===== config.mk =====
export PLATFORM = sky130hd
export DESIGN_NAME = pipe_hazard_ctrl_flat
export DESIGN_NICKNAME = d
export VERILOG_FILES = /design/src/rtl/pipe_hazard_ctrl_pkg.sv /design/src/rtl/pipe_hazard_ctrl_if.sv /design/src/rtl/pipe_hazard_ctrl_perf_cnt32.sv /design/src/rtl/pipe_hazard_ctrl.sv /design/src/flat_wrapper.sv
export SDC_FILE = /design/constraint.sdc
export NUM_CORES = 1
export LEC_CHECK = 0
export CAP_MARGIN = 0
export CORE_MARGIN = 8
export CORE_UTILIZATION = 47
export CTS_BUF_LIST = sky130_fd_sc_hd__clkbuf_4 sky130_fd_sc_hd__clkbuf_8
export CTS_CLUSTER_SIZE = 40
export DETAILED_ROUTE_END_ITERATION = 6
export PLACE_DENSITY = 0.91
export SLEW_MARGIN = 0
export SYNTH_ARGS = -nofsm -noshare
export SYNTH_HDL_FRONTEND = slang
export SYNTH_SLANG_ARGS = --single-unit

===== constraint.sdc =====
create_clock -name clk -period 1.8 [get_ports clk]
set_input_delay 0.45 -clock clk [delete_from_list [all_inputs] [get_ports clk]]
set_output_delay 0.45 -clock clk [all_outputs]
set_load 0.005 [all_outputs]

===== src/rtl/pipe_hazard_ctrl_pkg.sv =====
// Shared constants for the pipeline hazard controller: stage indices,
// controller state encoding and the stall/flush masks it can drive.
package pipe_pkg;

    localparam int unsigned STG_PC    = 0;
    localparam int unsigned STG_IFID  = 1;
    localparam int unsigned STG_IDEX  = 2;
    localparam int unsigned STG_EXMEM = 3;
    localparam int unsigned STG_MEMWB = 4;

    typedef enum logic {
        ST_RUN = 1'b0,
        ST_DIV = 1'b1
    } state_e;

    // One-hot mask selecting a single pipeline register.
    function automatic logic [4:0] stg_mask(input int unsigned stg);
        return 5'(1) << stg;
    endfunction

    localparam logic [4:0] MASK_NONE   = 5'b00000;
    localparam logic [4:0] STALL_ALL   = 5'b11111;
    localparam logic [4:0] FLUSH_RESET = 5'b11110;
    localparam logic [4:0] STALL_DIV   = stg_mask(STG_PC) | stg_mask(STG_IFID) | stg_mask(STG_IDEX);
    localparam logic [4:0] FLUSH_DIV   = stg_mask(STG_EXMEM);
    localparam logic [4:0] STALL_LU    = stg_mask(STG_PC) | stg_mask(STG_IFID);
    localparam logic [4:0] FLUSH_LU    = stg_mask(STG_IDEX);
    localparam logic [4:0] FLUSH_BR    = stg_mask(STG_IFID);

endpackage


===== src/rtl/pipe_hazard_ctrl_if.sv =====
// Hazard request / stall-flush response bundle between the pipeline and
// the hazard controller.
interface pipe_hazard_ctrl_if;

    logic        pause_id;
    logic        br_taken_id;
    logic        div_start_ex;
    logic        div_done;
    logic        mem_busy;
    logic [4:0]  stall_o;
    logic [4:0]  flush_o;
    logic        div_busy_o;
    logic        div_timeout_o;
    logic [31:0] stall_cnt_o;
    logic [31:0] bubble_cnt_o;

    // Pipeline side: raises hazards, consumes stall/flush.
    modport master (
        output pause_id, br_taken_id, div_start_ex, div_done, mem_busy,
        input  stall_o, flush_o, div_busy_o, div_timeout_o, stall_cnt_o, bubble_cnt_o
    );

    // Controller side.
    modport slave (
        input  pause_id, br_taken_id, div_start_ex, div_done, mem_busy,
        output stall_o, flush_o, div_busy_o, div_timeout_o, stall_cnt_o, bubble_cnt_o
    );

endinterface


===== src/rtl/pipe_hazard_ctrl_perf_cnt32.sv =====
// Free-running 32-bit event counter; wraps modulo 2^32.
module perf_cnt32 (
    input  logic        clk,
    input  logic        rst_n,
    input  logic        en_i,
    output logic [31:0] cnt_o
);

    logic [31:0] cnt_q;

    // Count one per enabled cycle.
    always_ff @(posedge clk or negedge rst_n) begin
        if (!rst_n) cnt_q <= '0;
        else if (en_i) cnt_q <= cnt_q + 32'd1;
    end

    assign cnt_o = cnt_q;

endmodule


===== src/rtl/pipe_hazard_ctrl.sv =====
// Central stall/flush scheduler for the 5-stage pipeline.
//
// state  | meaning
// ST_RUN | normal flow; load-use, branch and divide-issue hazards decoded
// ST_DIV | divide in flight; front end held, bubbles into EX/MEM
//
// mem_busy overrides everything and freezes the controller state.
module pipe_hazard_ctrl
    import pipe_pkg::*;
#(
    parameter int DIV_CYCLES = 32,
    parameter int DELAY_SLOT = 1,
    parameter int CNT_W      = 6
) (
    input logic              clk,
    input logic              rst,
    pipe_hazard_ctrl_if.slave hz
);

    state_e             state_q, state_d;
    logic [CNT_W-1:0]   cnt_q, cnt_d;
    logic               timeout_q, timeout_d;
    logic [4:0]         stall;
    logic [4:0]         flush;

    // State, countdown and sticky timeout registers.
    always_ff @(posedge clk or negedge rst) begin
        if (!rst) begin
            state_q   <= ST_RUN;
            cnt_q     <= '0;
            timeout_q <= 1'b0;
        end else begin
            state_q   <= state_d;
            cnt_q     <= cnt_d;
            timeout_q <= timeout_d;
        end
    end

    // Next-state: a memory wait freezes the controller, including ignoring a divide issue.
    always_comb begin
        state_d   = state_q;
        cnt_d     = cnt_q;
        timeout_d = timeout_q;
        if (!hz.mem_busy) begin
            case (state_q)
                ST_RUN: begin
                    if (hz.div_start_ex) begin
                        state_d = ST_DIV;
                        cnt_d   = CNT_W'(DIV_CYCLES - 1);
                    end
                end
                ST_DIV: begin
                    if (hz.div_done) begin
                        state_d = ST_RUN;
                    end else if (cnt_q == '0) begin
                        state_d   = ST_RUN;
                        timeout_d = 1'b1;
                    end else begin
                        cnt_d = cnt_q - CNT_W'(1);
                    end
                end
                default: state_d = ST_RUN;
            endcase
        end
    end

    // Mealy stall/flush decode so hazards act in the cycle they appear.
    always_comb begin
        stall = MASK_NONE;
        flush = MASK_NONE;
        if (!rst) begin
            flush = FLUSH_RESET;
        end else if (hz.mem_busy) begin
            stall = STALL_ALL;
        end else if (state_q == ST_DIV || hz.div_start_ex) begin
            stall = STALL_DIV;
            flush = FLUSH_DIV;
        end else if (hz.pause_id) begin
            // The branch is re-decoded next cycle, so it is ignored here.
            stall = STALL_LU;
            flush = FLUSH_LU;
        end else if (hz.br_taken_id && DELAY_SLOT == 0) begin
            flush = FLUSH_BR;
        end
    end

    assign hz.stall_o       = stall;
    assign hz.flush_o       = flush;
    assign hz.div_busy_o    = (state_q == ST_DIV);
    assign hz.div_timeout_o = timeout_q;

    perf_cnt32 u_stall_cnt (
        .clk   (clk),
        .rst_n (rst),
        .en_i  (stall[STG_PC]),
        .cnt_o (hz.stall_cnt_o)
    );

    perf_cnt32 u_bubble_cnt (
        .clk   (clk),
        .rst_n (rst),
        .en_i  (rst && (flush != MASK_NONE)),
        .cnt_o (hz.bubble_cnt_o)
    );

endmodule


===== src/flat_wrapper.sv =====
// flat-port wrapper written by rule: the top's interface ports become plain ports
module pipe_hazard_ctrl_flat import pipe_pkg::*;
#(
    parameter int DIV_CYCLES = 32,
    parameter int DELAY_SLOT = 1,
    parameter int CNT_W      = 6
)
  (clk, rst, hz_pause_id, hz_br_taken_id, hz_div_start_ex, hz_div_done, hz_mem_busy, hz_stall_o, hz_flush_o, hz_div_busy_o, hz_div_timeout_o, hz_stall_cnt_o, hz_bubble_cnt_o);
  pipe_hazard_ctrl_if hz_i ();
  input logic clk;
  input logic rst;
  input wire logic [$bits(hz_i.pause_id)-1:0] hz_pause_id;
  input wire logic [$bits(hz_i.br_taken_id)-1:0] hz_br_taken_id;
  input wire logic [$bits(hz_i.div_start_ex)-1:0] hz_div_start_ex;
  input wire logic [$bits(hz_i.div_done)-1:0] hz_div_done;
  input wire logic [$bits(hz_i.mem_busy)-1:0] hz_mem_busy;
  output wire logic [$bits(hz_i.stall_o)-1:0] hz_stall_o;
  output wire logic [$bits(hz_i.flush_o)-1:0] hz_flush_o;
  output wire logic [$bits(hz_i.div_busy_o)-1:0] hz_div_busy_o;
  output wire logic [$bits(hz_i.div_timeout_o)-1:0] hz_div_timeout_o;
  output wire logic [$bits(hz_i.stall_cnt_o)-1:0] hz_stall_cnt_o;
  output wire logic [$bits(hz_i.bubble_cnt_o)-1:0] hz_bubble_cnt_o;
  assign hz_i.pause_id = hz_pause_id;
  assign hz_i.br_taken_id = hz_br_taken_id;
  assign hz_i.div_start_ex = hz_div_start_ex;
  assign hz_i.div_done = hz_div_done;
  assign hz_i.mem_busy = hz_mem_busy;
  assign hz_stall_o = hz_i.stall_o;
  assign hz_flush_o = hz_i.flush_o;
  assign hz_div_busy_o = hz_i.div_busy_o;
  assign hz_div_timeout_o = hz_i.div_timeout_o;
  assign hz_stall_cnt_o = hz_i.stall_cnt_o;
  assign hz_bubble_cnt_o = hz_i.bubble_cnt_o;
  pipe_hazard_ctrl #(.DIV_CYCLES(DIV_CYCLES), .DELAY_SLOT(DELAY_SLOT), .CNT_W(CNT_W)) u_core (.clk(clk), .rst(rst), .hz(hz_i));
endmodule

# Word level (Yosys, flattened, before mapping)
# Cells that the tools add are included.
# classes
n_addsub,3
multipliers,0
n_div,0
order_cmp,0
n_eq_ne,3
n_shift,0
muxes,16
n_bitwise,3
n_reduce_logical,6
# op_table
operator,n
$add 32x1->32 const B,2
$mux 5,6
$mux 6,3
$pmux 6 s2,1
$reduce_and 4->1,2
$logic_not 6->1,1
$ne 2x2->1 const B,3
$sub 6x1->6 const B,1
$reduce_bool 5->1,1
$mux 1,3
$mux 3,1
$not 1->1,3
$mux 2,1
$pmux 1 s2,1
$logic_and 1x1->1,1
$logic_or 1x1->1,1
# totals
regBits,72
latch_bits,0
ram_bits,0
rom_bits,0
input_bits,7
out_inout_bits,76
elab_cells,36
mem_count,0

# Depth between registers and ports, before layout
# logic_depth
word_depth,6
ltp_mapped,7
depth_no_buf,6

# Hierarchy
# From an unflattened synthesis, not the netlist that was laid out.
# unflattened
hier_cells,308
area_unflattened_um2,3468.3
# modules_own_cells
mod,instances,cells_each,area_per_inst_um2
perf_cnt32,2,123,1448.9
pipe_hazard_ctrl,1,62,570.5

# Worst setup path after synthesis
# Ideal clock, no wire load.
# synth_timing
path_type,input to register
from,input hz_mem_busy
to,register u_core.u_stall_cnt.cnt_q[28] (netlist: u_core.u_stall_cnt.cnt_o[28])
setup_time_ns,0.138
t_arrival_ns,1.787
setup_slack_ns,-0.125
path_stages,7
n_path_buf,2
path_cell_list,buf_2 o41ai_2 inv_2 nand4_2 buf_4 nor4_1 xor2_1
# synth_between
elab_chain_len,2
# synth_rtl
element,line_no,rtl
start: declaration,flat_wrapper.sv:16,input wire logic [$bits(hz_i.mem_busy)-1:0] hz_mem_busy;
$mux 5,pipe_hazard_ctrl.sv:73,end else if (hz.mem_busy) begin
$mux 5,pipe_hazard_ctrl.sv:71,if (!rst) begin
named net u_core.u_stall_cnt.en_i,pipe_hazard_ctrl_perf_cnt32.sv:5,"input logic en_i,"
end signal: assignment,pipe_hazard_ctrl_perf_cnt32.sv:14,else if (en_i) cnt_q <= cnt_q + 32'd1;
end: declaration,pipe_hazard_ctrl_perf_cnt32.sv:9,logic [31:0] cnt_q;
# The timed path passes the listed nets, and every way through them passes these cells.
# A chain may end at the register's enable or synchronous reset.

# Worst setup path in the final report
# layout_timing
from,register u_core.state_q (netlist: u_core.hz.div_busy_o)
to,output hz_stall_o[1]
# layout_between
elab_chain_len,4
# layout_rtl
element,line_no,rtl
start: declaration,pipe_hazard_ctrl.sv:20,"state_e state_q, state_d;"
start signal: assignment,pipe_hazard_ctrl.sv:33,state_q <= state_d;
$logic_or 1x1->1,pipe_hazard_ctrl.sv:75,end else if (state_q == ST_DIV || hz.div_start_ex) begin
$mux 5,pipe_hazard_ctrl.sv:75,
$mux 5,pipe_hazard_ctrl.sv:73,
$mux 5,pipe_hazard_ctrl.sv:71,
end: declaration,flat_wrapper.sv:17,output wire logic [$bits(hz_i.stall_o)-1:0] hz_stall_o;
# Every way passes these cells.

==> results by group <==
Setup path
  • CP max stage delay: 0.46 ns
  • R2R Path End: u_core.cnt_q[5]$_DFFE_PN0P_
  • Critical Path End Type: primary output
  • Top Family by Delay on Critical Path: flip-flops
  • Worst path required time: 1.35 ns
  • WP buf/inv: 2
  • RR Startpoint: u_core.hz.div_busy_o$_DFFE_PN0N_
  • Crit-path cells: o41ai_4 > inv_2 > buf_6
  • FF-to-FF setup slack: 0.02 ns
  • Reg2reg path depth: 7
  • CP Launch Type: flop
  • CP max-delay cell: dfrtp_2
  • Crit-path max FO: 5
  • Setup Crit Path Kind: flop to primary output
  • Crit path DAT: 1.36 ns

Finish
  • Layout cells sized above 1: 26.8%
  • Final antenna diode count: 0
  • Area Growth Syn to Fin: 46.2%
  • Fin nets: 473
  • Non-Filler Instances: 566
  • Fillers: 498
  • Most frequent cells in the layout: clkdlybuf4s50_1 (57), dfrtp_1 (56), buf_4 (51), xnor2_1 (35), nand4_1 (29)
  • Commonest non-fill, non-tap cell in the layout: clkdlybuf4s50_1
  • Final Core Density: 70.8%

Power and ir drop
  • Sequential power share: 45.6%
  • Leak Pwr: 2.43 nW
  • Power Density: 834 mW/mm^2
  • Sw Pwr: 1.21 mW
  • Clock power frac: 30.8%
  • Comb pwr share: 23.6%
  • Switching share of power: 28.3%
  • Worst IR Drop VDD: 725 uV
  • Internal power: 3.07 mW

Die
  • Die area: 0.0105 mm^2
  • IO Pins: 83
  • Core ar.: 0.00725 mm^2
  • Num rows: 31
  • Die height: 102 um
  • Initial Utilization: 48.4%
  • Die Span X: 102 um

Synthesis
  • Synthesized net count: 340
  • Synth area leaders: dfrtp_1 (51%), xnor2_1 (8.7%), xor2_1 (6.7%), nand4_1 (5.2%), nand2_1 (3.0%)
  • Syn_area_per_cell: 10.7 um^2
  • Sequential element share of the synthesized area: 51.3%
  • Post-synth EDFFs: 0
  • Mapped Area: 0.00351 mm^2
  • FFs w/ async S/R, synth: 100%
  • Synthesis-stage register bit count: 72
  • Share of the synthesized area in the top cell type: 51.3%
  • Cells after synthesis: 329
  • Main synth FF type: dfrtp_1
  • Synth area leader: dfrtp_1
  • Ys Warns: 0
  • Yosys cell types: 43

GRT
  • GRT Total Usage: 17.6%
  • Vias in the first global route: 3042
  • Largest net degree at the start of global routing: 40
  • Initial antenna violation count: 0
  • Grt ovf: 0
  • First-pass GRT wire length: 14700 um

Status
  • Violated checks: setup timing
  • Status: complete, but fails checks

Routing
  • DR WL/cell: 16.8 um
  • Routed vias: 3062
  • Initial DRC Count: 104
  • Post-DR vias/cell: 5.41
  • Number of remaining DRC errors: 0
  • Total iterations of the first detailed-routing run: 4
  • Total Routed Length: 9510 um
  • ANT nets after route: 0

STA
  • Final min period: 1.81 ns
  • Maximum operating frequency: 554 MHz
  • Tcrit/Tclk final: 100%
  • Final number of hold-violating endpoints: 0
  • TNS Setup: -0.0113 ns
  • RSZ-0062 raised after global routing: true
  • Slew headroom: 63.0%
  • Slew of the pin with the lowest slew margin: 0.549 ns
  • Final Worst Setup Slack: -0.00584 ns
  • Worst Clk Skew: 0.0130 ns
  • Final setup viols: 2
  • Fin. max-slew vios: 0
  • WHS: 0.129 ns

Clocking
  • Clock sink count: 72
  • H-tree Lvls: 3
  • Worst skew pair latency: 0.35 ns
  • Clk pin slew, worst setup/hold paths: 0.08 ns
  • CTS Hold Buffers Added: 0
  • Number of buffers created by CTS: 9
  • Clk root buf: clkbuf_8
  • CTS tree: built
  • Maximum clock insertion buffer count: 2

Placement
  • Post-DP HPWL: 6760 um
  • Gp weighted congestion: 0.848
  • Port Buf Inserts: 80
  • Setup WS pre-CTS: -0.675 ns
  • Cell count after placement: 532

Worst hold path
  • Hold WC Path Type: input pin to asynchronous set/reset pin

Run
  • Max_cap viols: 0
## registers in the layout, indices dropped and copies added (netlist names)
| name | flops |
|---|---|
| u_core.cnt_q | 6 |
| u_core.hz.div_busy_o | 1 |
| u_core.hz.div_timeout_o | 1 |
| u_core.u_bubble_cnt.cnt_o | 32 |
| u_core.u_stall_cnt.cnt_o | 32 |
## routing by layer
metal	share of wire (%)	GRT usage [%]
met2	50	28.4
met4	1.5	7.79
met3	6.6	3.75
met1	42	22.3
met5	0	0
## cell usage after synthesis (2+ instances only)
cell type,count
xnor2_1,35
nor2_1,17
nor3_2,4
buf_2,6
or4_1,3
nand4b_1,2
and3_1,10
nor4_1,9
nand2b_1,3
a21oi_1,3
nand4_1,29
inv_1,5
nand3_1,18
and4_1,6
nor3_1,13
ha_1,4
buf_4,7
o21ai_1,3
xor2_1,27
clkbuf_1,2
nand2_1,28
dfrtp_1,72
and2_1,3
## power groups by stage
stage | clock network, mW | logic [mW] | registers [mW]
2_1_floorplan | 0 | 0.315 | 2.00
3_3_place_gp | 0 | 0.930 | 1.96
3_5_place_dp | 0 | 0.961 | 1.97
4_1_cts | 1.32 | 0.979 | 1.94
5_1_grt | 1.40 | 1.11 | 1.97
6_report | 1.32 | 1.01 | 1.95
## layout make-up
type	count	area, um^2	area share, %
clock inverter	5	55.1	1.07
timing repair buffer	138	1280	24.9
clock buffer	11	151	2.95
multi-input combinational	235	1680	32.8
sequential	72	1820	35.5
inverter	6	22.5	0.439
tap	99	124	2.41
## cells by family after synthesis
family | share of synthesized area (%)
AND/OR/NAND/NOR | 25.1
flip-flops | 51.3
XOR/XNOR | 15.5
buffers and inverters | 3.31
AO/OA/AOI/OAI | 2.64
adder cells (fa/ha/maj) | 1.43
multiplexers | 0.606
other | 0.107
## worst max-delay path by stage
| stage | start | depth (start not counted) | slack (ns) | to |
|---|---|---|---|---|
| final | u_core.hz.div_busy_o$_DFFE_PN0N_ | 3 | -0.006 | hz_stall_o[1] |
| after global routing | u_core.hz.div_busy_o$_DFFE_PN0N_ | 7 | -0.10 | u_core.cnt_q[5]$_DFFE_PN0P_ |
| after CTS | u_core.hz.div_busy_o$_DFFE_PN0N_ | 5 | -0.05 | hz_flush_o[2] |
| after detailed placement | hz_div_start_ex | 5 | -0.67 | u_core.u_bubble_cnt.cnt_o[27]$_DFFE_PN0P_ |
| after global placement | hz_div_start_ex | 5 | -0.58 | u_core.u_bubble_cnt.cnt_o[27]$_DFFE_PN0P_ |
| after floorplan | hz_mem_busy | 6 | 0.02 | u_core.u_stall_cnt.cnt_o[29]$_DFFE_PN0P_ |
## metrics by stage
| step | power [mW] | instance area, um^2 |
|---|---|---|
| 6_report | 4.28 | 5130 |
| 5_1_grt | 4.48 | 5130 |
| 4_1_cts | 4.25 | 4970 |
| 3_5_place_dp | 2.93 | 4660 |
| 2_1_floorplan | 2.32 | 3530 |
| 3_3_place_gp | 2.89 | 4660 |
## what timing repair did
action	in CTS	in global routing
buffers inserted	7	10
resized for setup	42	39
cloned	0	1
pin swaps	3	7
endpoints found under the setup margin	70	52
No activity file was read; power rests on OpenSTA's default activity.
